[src/rtl/mmio_pkg.sv]
// mmio_pkg: register offsets, STATUS/CTRL bit indices and handshake states shared by mmio_port_responder.
package mmio_pkg;
    localparam logic [3:0] OFS_OUT    = 4'h0;
    localparam logic [3:0] OFS_IN     = 4'h4;
    localparam logic [3:0] OFS_STATUS = 4'h8;
    localparam logic [3:0] OFS_CTRL   = 4'hC;

    localparam int ST_CHANGED = 0;
    localparam int ST_BUSY    = 1;
    localparam int ST_OVERRUN = 2;

    localparam int CTRL_CLR_CHANGED = 0;
    localparam int CTRL_CLR_OVERRUN = 1;

    typedef enum logic [1:0] {IDLE, SEND, WAIT_LOW} state_e;
endpackage

[src/rtl/mmio_port_responder_sync.sv]
// sync_2ff: two-flop synchronizer for asynchronous inputs, synchronous active-low reset.
module sync_2ff #(
    parameter int W = 1
) (
    input  logic         clk,
    input  logic         reset,
    input  logic [W-1:0] d_i,
    output logic [W-1:0] q_o
);
    logic [W-1:0] s1_q, s2_q;

    always_ff @(posedge clk) begin
        if (!reset) begin
            s1_q <= '0;
            s2_q <= '0;
        end else begin
            s1_q <= d_i;
            s2_q <= s1_q;
        end
    end

    assign q_o = s2_q;
endmodule

[src/rtl/mmio_port_responder.sv]
// mmio_port_responder: 4-register MMIO window with a valid/ack PortOut handshake and a synchronized PortIn sampler.
// Define PORTIN_DEBOUNCE_EN to require DEBOUNCE_CYCLES stable cycles before PortIn is accepted.
module mmio_port_responder
    import mmio_pkg::*;
#(
    parameter logic [31:0] BASE_ADDRESS    = 32'h1001_0040,
    parameter int          DEBOUNCE_CYCLES = 4
) (
    input  logic        clk,
    input  logic        reset,
    input  logic [31:0] Address,
    input  logic [31:0] WriteData,
    input  logic        MemWrite,
    input  logic        MemRead,
    output logic [31:0] ReadData,
    output logic        Hit,
    input  logic [7:0]  PortIn,
    output logic [31:0] PortOut,
    output logic        PortOutValid,
    input  logic        PortOutAck
);
    logic [7:0]  pin_s, in_reg_q, in_reg_d;
    logic        ack_s, in_changed_q, overrun_q, valid_q, busy;
    logic        wr_out, wr_ctrl;
    logic [3:0]  ofs;
    logic [31:0] port_out_q, status;
    state_e      state_q;

    sync_2ff #(.W(8)) u_sync_pin (.clk(clk), .reset(reset), .d_i(PortIn), .q_o(pin_s));
    sync_2ff #(.W(1)) u_sync_ack (.clk(clk), .reset(reset), .d_i(PortOutAck), .q_o(ack_s));

    // Byte lane bits are masked off so any address within a word selects it.
    assign ofs     = Address[3:0] & 4'b1100;
    assign Hit     = Address[31:4] == BASE_ADDRESS[31:4];
    assign wr_out  = MemWrite && Hit && ofs == OFS_OUT;
    assign wr_ctrl = MemWrite && Hit && ofs == OFS_CTRL;
    assign busy    = state_q != IDLE;

`ifdef PORTIN_DEBOUNCE_EN
    localparam int CW = $clog2(DEBOUNCE_CYCLES + 1);
    logic [CW-1:0] cnt_q;
    logic [7:0]    prev_q;
    logic          stable_done;

    // prev_q holds last cycle's sync output, so any change in the candidate restarts the count.
    assign stable_done = pin_s != in_reg_q && pin_s == prev_q && cnt_q == CW'(DEBOUNCE_CYCLES);
    assign in_reg_d    = stable_done ? pin_s : in_reg_q;

    always_ff @(posedge clk) begin
        if (!reset) begin
            cnt_q  <= '0;
            prev_q <= '0;
        end else begin
            prev_q <= pin_s;
            if (pin_s == in_reg_q || stable_done)
                cnt_q <= '0;
            else if (pin_s != prev_q)
                cnt_q <= CW'(1);
            else if (cnt_q != CW'(DEBOUNCE_CYCLES))
                cnt_q <= cnt_q + CW'(1);
        end
    end
`else
    assign in_reg_d = pin_s;
`endif

    always_ff @(posedge clk) begin
        if (!reset) begin
            in_reg_q     <= '0;
            in_changed_q <= 1'b0;
            overrun_q    <= 1'b0;
        end else begin
            in_reg_q     <= in_reg_d;
            in_changed_q <= in_reg_d != in_reg_q || (in_changed_q && !(wr_ctrl && WriteData[CTRL_CLR_CHANGED]));
            overrun_q    <= (wr_out && busy) || (overrun_q && !(wr_ctrl && WriteData[CTRL_CLR_OVERRUN]));
        end
    end

    always_ff @(posedge clk) begin
        if (!reset) begin
            state_q    <= IDLE;
            port_out_q <= '0;
            valid_q    <= 1'b0;
        end else begin
            case (state_q)
                IDLE: if (wr_out) begin
                    port_out_q <= WriteData;
                    valid_q    <= 1'b1;
                    state_q    <= SEND;
                end
                SEND: if (ack_s) begin
                    valid_q <= 1'b0;
                    state_q <= WAIT_LOW;
                end
                WAIT_LOW: if (!ack_s) state_q <= IDLE;
                default: begin
                    valid_q <= 1'b0;
                    state_q <= IDLE;
                end
            endcase
        end
    end

    always_comb begin
        status             = '0;
        status[ST_CHANGED] = in_changed_q;
        status[ST_BUSY]    = busy;
        status[ST_OVERRUN] = overrun_q;
    end

    assign ReadData = !(Hit && MemRead) ? '0 :
                      ofs == OFS_OUT    ? port_out_q :
                      ofs == OFS_IN     ? {24'b0, in_reg_q} :
                      ofs == OFS_STATUS ? status : '0;

    assign PortOut      = port_out_q;
    assign PortOutValid = valid_q;
endmodule

[config.mk]
export PLATFORM = sky130hd
export DESIGN_NAME = mmio_port_responder
export DESIGN_NICKNAME = d
export VERILOG_FILES = /design/src/rtl/mmio_pkg.sv /design/src/rtl/mmio_port_responder_sync.sv /design/src/rtl/mmio_port_responder.sv
export SDC_FILE = /design/constraint.sdc
export NUM_CORES = 1
export LEC_CHECK = 0
export CAP_MARGIN = 20
export CORE_MARGIN = 8
export CORE_UTILIZATION = 35
export DETAILED_ROUTE_END_ITERATION = 16
export MAX_ROUTING_LAYER = met4
export PLACE_DENSITY = 0.72
export SLEW_MARGIN = 40
export SYNTH_ARGS = -nofsm -noshare
export SYNTH_HDL_FRONTEND = slang
export SYNTH_SLANG_ARGS = --single-unit
[constraint.sdc]
create_clock -name clk -period 1.71 [get_ports clk]
set_input_delay 0.171 -clock clk [delete_from_list [all_inputs] [get_ports clk]]
set_output_delay 0.171 -clock clk [all_outputs]
set_load 0.05 [all_outputs]
# Word level (Yosys, flattened, before mapping)
# Index checks and enable logic that the tools add are counted.
# totals
input_bits	77
out_inout_bits	66
word_cells	51
regBits	63
# op_classes
n_bitwise	1
n_reduce_logical	19
eq_ne	10
mux	11
# ops
cell	count
$mux 32	2
$eq 28x25->1 const B	1
$logic_and 1x1->1	9
$mux 8	1
$ne 8x8->1	1
$eq 2x2->1 const B	3
$mux 2	3
$pmux 2 s3	1
$reduce_and 3->1	2
$eq 2x1->1 const B	2
$logic_not 4->1	1
$ne 2x2->1 const B	2
$mux 3	1
$pmux 1 s3	1
$logic_not 1->1	2
$logic_not 2->1	1
$logic_or 1x1->1	2
$mux 1	2
$ne 2x1->1 const B	1
$reduce_and 2->1	1
$reduce_bool 2->1	1
$not 1->1	1

# Longest topological paths before layout
# logic_depth
word_depth	7
ltp_mapped	6
ltp_nobuf	4

# Modules after synthesis
# Synthesis repeated with hierarchy kept, for this count alone.
# hier_totals
cells_unflattened	295
area_unflattened_um2	2821.5
# by_module_without_submodules
mod	cells_each	area_each_um2	seq_area_each_um2	n_inst
mmio_port_responder	258	2322.2	900.9	1
sync_2ff at u_sync_pin	33	446.7	320.3	1
sync_2ff at u_sync_ack	4	52.6	40.0	1

# Least setup slack after synthesis
# Ideal clock, no wire load.
# synth_timing
path_type	input-to-output
start	input Address[18]
end	output ReadData[3]
cell_stages	5
n_path_buf	1
arrival_ns	2.613
slack_ns	-1.074
required_time_ns	1.539
path_cell_list	nor4b_2 nand4_2 or2_2 buf_2 nor4_1
# synth_between
elab_chain_cells	3
# synth_lines
item	line	source
from (decl)	mmio_port_responder.sv:11	input logic [31:0] Address,
$eq 28x25->1	mmio_port_responder.sv:34	assign Hit = Address[31:4] == BASE_ADDRESS[31:4];
$logic_and 1x1->1	mmio_port_responder.sv:111	assign ReadData = !(Hit && MemRead) ? '0 :
$mux 32	mmio_port_responder.sv:111	
to (decl)	mmio_port_responder.sv:15	output logic [31:0] ReadData,
# Every way passes these cells.

# Worst setup path in the final report
# layout_timing
start	input Address[10]
end	output ReadData[7]
# Same word-level chain as after synthesis.

==> flow_summary.yaml <==
route:
  drt_pre_antenna_iters: 4
  drt_wl_total_um: 9495
  wl_per_cell_um: 16.72
  vias: 2641
  drtIter0Drc: 52
  route.detailed.vias_per_inst: 4.650
  drtAntennaViolNets: 0
  drt_drc_violations_left: 0
cts:
  cts_tree: "built"
  clock-root-buffer: "sky130_fd_sc_hd__clkbuf_8"
  number_of_clock_sinks_seen_by_cts: 63
  hold_buffers: 0
  insertion_delay_ns: 0.32
  clock_transition_time_at_the_flip_flop_clock_pins_of_the_worst_setup_and_hold_paths_ns: 0.07
  cts_max_level: 3
  tritoncts_buffer_count: 9
  cts_buffer_depth: 2
place:
  dpl_worst_slack_ns: -0.5373
  dp_cell_count: 529
  place_congestion: 0.8428
  hpwlAfterDp_um: 6593
  port_buffers: 140
  area_after_dpl_um2: 4771
timing:
  layout_setup_ws_ns: -0.2034
  slew-limit-headroom_pct: 65.03
  rsz0062_at_grt: "true"
  tightestPinTransition_ns: 0.5237
  final-hold-violation-count: 0
  clock-skew-final_ns: 0.009609
  fin_crit_ns: 1.913
  share_of_the_clock_period_used_by_the_worst_path_after_layout_pct: 111.9
  fmaxAchievable_mhz: 522.6
  slew_violations: 0
  finalSetupViolations: 32
floorplan:
  placement_rows: 32
  dieHeight_um: 105.5
  floorplan.die.width_um: 105.5
  initial_core_util_pct: 36.29
  placeableCoreArea_um2: 7727
  num_io_pins: 143
  die_area_um2: 11130
synthesis:
  synthCells: 296
  yosys.area.top_type_share_pct: 44.98
  syn_avg_cell_area_um2: 9.473
  postSynthRegisterBits: 63
  mappedNetlistNets: 373
  synth.largest_area_cell: "sky130_fd_sc_hd__dfxtp_1"
  synth.area.top_cells: "sky130_fd_sc_hd__dfxtp_1 (45%), sky130_fd_sc_hd__mux2i_1 (14%), sky130_fd_sc_hd__and2_1 (11%)"
  synth_enable_flop_cells: 0
  unique_masters_post_synth: 36
  synthesized_area_um2: 2804
  ys.warnings.count: 0
  ys.flop_type: "sky130_fd_sc_hd__dfxtp_1"
  asyncSetResetFlopFracSynth_pct: 0
  yosysSeqAreaShare_pct: 44.98
status:
  run_status: "finished with violations"
  failed_checks: "negative setup slack"
worst_setup_path:
  crit_path_end_kind: "primary output"
  critical_path_required_ns: 1.54
  startpoint_type: "input port"
  critical_path.reg2reg.endpoint: "PortOut[16]$_SDFFE_PN0P_"
  reg2reg_setup_slack_ns: 0.17
  timing.rr.start: "state_q[1]$_SDFFE_PN0P_"
  timing.setup.critical_path_class: "input port to primary output"
  crit_fanout: 4
  critical_path_arrival_ns: 1.74
  reg2reg_depth: 7
finish:
  design_area_um2: 5361
  most-common-layout-cells: "sky130_fd_sc_hd__nand2_1 (65), sky130_fd_sc_hd__dfxtp_1 (63), sky130_fd_sc_hd__clkdlybuf4s50_1 (45), sky130_fd_sc_hd__buf_12 (41), sky130_fd_sc_hd__mux2i_1 (39)"
  number_of_standard_cells_in_the_layout_taps_in_and_fillers_out: 568
  nets: 538
  drive_above_1_share_pct: 37.55
  nFillCells: 582
  layout.cells.most_common: "sky130_fd_sc_hd__nand2_1"
  area_of_the_multi_input_gates_um2: 1624
  finalCoreUtilization_pct: 69.38
  antennaDiodeCount: 0
  ff_latch_area_um2: 1261
  area_growth_pct: 91.21
worst_hold_path:
  whs_path_depth: 3
  hold_path_end: "PortOut[7]$_SDFFE_PN0P_"
  worst_min_delay_path_startpoint: "reset"
  min_path_type: "input port to register"
flow_run:
  max_cap_violations: 0
global_routing:
  grt_first_pass_wirelength_um: 14900
  antenna_found_initial: 0
  grt_overall_usage_pct: 17.20
  grt_overflow: 0
  first_global_vias: 2853
  maximum_number_of_pins_on_one_net_before_global_route_repair: 33
power_and_ir_drop:
  vdd.ir_drop.worst_mv: 0.6773
  power-per-cell-area_nw_per_um2: 665.6
  total_power_w: 0.003568
  leakagePower_nw: 2.369
-- cells by family after synthesis --
family	Yosys count	share of synthesized area, %
compound gates	10	2.320
simple gates	152	30.83
buf+inv	23	5.131
xor+xnor	9	2.811
mux	39	13.92
flops	63	44.98
-- metal layers --
metal	track usage (%)	up-vias	wire, µm
met1	18.18	1229	3845
li1	-	1312	-
met4	6.935	0	319
met2	30.13	84	4898
met5	-	-	0
met3	4.263	16	433
-- power breakdown --
part | leakage [nW] | internal, W | switching, W | total, W
logic | 1.72 | 0.000184 | 0.000128 | 0.000312
registers | 0.512 | 0.00149 | 0.0000123 | 0.00151
clock network | 0.136 | 0.00120 | 0.000553 | 0.00175
-- area by class of cell --
type                       count  share of cell area [%]
timing repair buffer         174                   38.37
sequential                    63                   23.52
clock inverter                 5                   2.380
tap                          102                   2.380
inverter                       3                  0.2334
clock buffer                  11                   2.824
multi-input combinational    210                   30.29
-- worst max-delay path by stage --
stage	slack, ns	startpoint	end	cells after the start
3_5_place_dp	-0.54	Address[18]	PortOut[0]$_SDFFE_PN0P_	7
3_3_place_gp	-0.45	Address[19]	PortOut[27]$_SDFFE_PN0P_	7
5_1_grt	-0.30	Address[20]	ReadData[5]	8
6_report	-0.20	Address[10]	ReadData[7]	9
4_1_cts	-0.31	Address[20]	ReadData[22]	10
2_1_floorplan	-0.07	Address[10]	ReadData[3]	5
-- cells in the mapped netlist, types with 3 or more instances --
cell type / number
sky130_fd_sc_hd__dfxtp_1: 63
sky130_fd_sc_hd__nor4_2: 5
sky130_fd_sc_hd__clkbuf_1: 12
sky130_fd_sc_hd__buf_1: 3
sky130_fd_sc_hd__and2_1: 50
sky130_fd_sc_hd__nor3_1: 5
sky130_fd_sc_hd__a21oi_1: 4
sky130_fd_sc_hd__xnor2_1: 8
sky130_fd_sc_hd__nor2_1: 4
sky130_fd_sc_hd__mux2i_1: 39
sky130_fd_sc_hd__buf_12: 3
sky130_fd_sc_hd__nor4_1: 5
sky130_fd_sc_hd__nand2_1: 65
-- critical path, stage by stage --
cell,delay [ns]
sky130_fd_sc_hd__dlygate4sd2_1,0.25
sky130_fd_sc_hd__nor4_4,0.14
sky130_fd_sc_hd__nand4_2,0.15
sky130_fd_sc_hd__buf_6,0.14
sky130_fd_sc_hd__or2_4,0.27
sky130_fd_sc_hd__buf_6,0.14
sky130_fd_sc_hd__buf_12,0.12
sky130_fd_sc_hd__nor4_4,0.18
sky130_fd_sc_hd__buf_12,0.18
-- state kept, by name (all words and copies together) (netlist names) --
| register | cells |
|---|---|
| u_sync_pin.q_o | 8 |
| u_sync_pin.s1_q | 8 |
| u_sync_ack.s1_q | 1 |
| u_sync_ack.q_o | 1 |
| overrun_q | 1 |
| in_reg_q | 8 |
| PortOut | 32 |
| state_q | 2 |
| PortOutValid | 1 |
| in_changed_q | 1 |
-- metrics by stage --
step / hold slack [ns] / setup TNS, ns
after floorplan: 0.2983 / -0.3725
after global placement: 0.4151 / -27.85
after detailed placement: 0.4184 / -32.57
after CTS: 0.2360 / -7.500
after global routing: 0.2590 / -7.916
final: 0.2687 / -4.534
-- repair_timing --
action	in CTS	in global routing
gates cloned	7	0
endpoints found under the setup margin	69	79
setup buffers	11	9
pin swaps	22	13
resized for setup	123	35
Power figures use the tool's default switching activity.
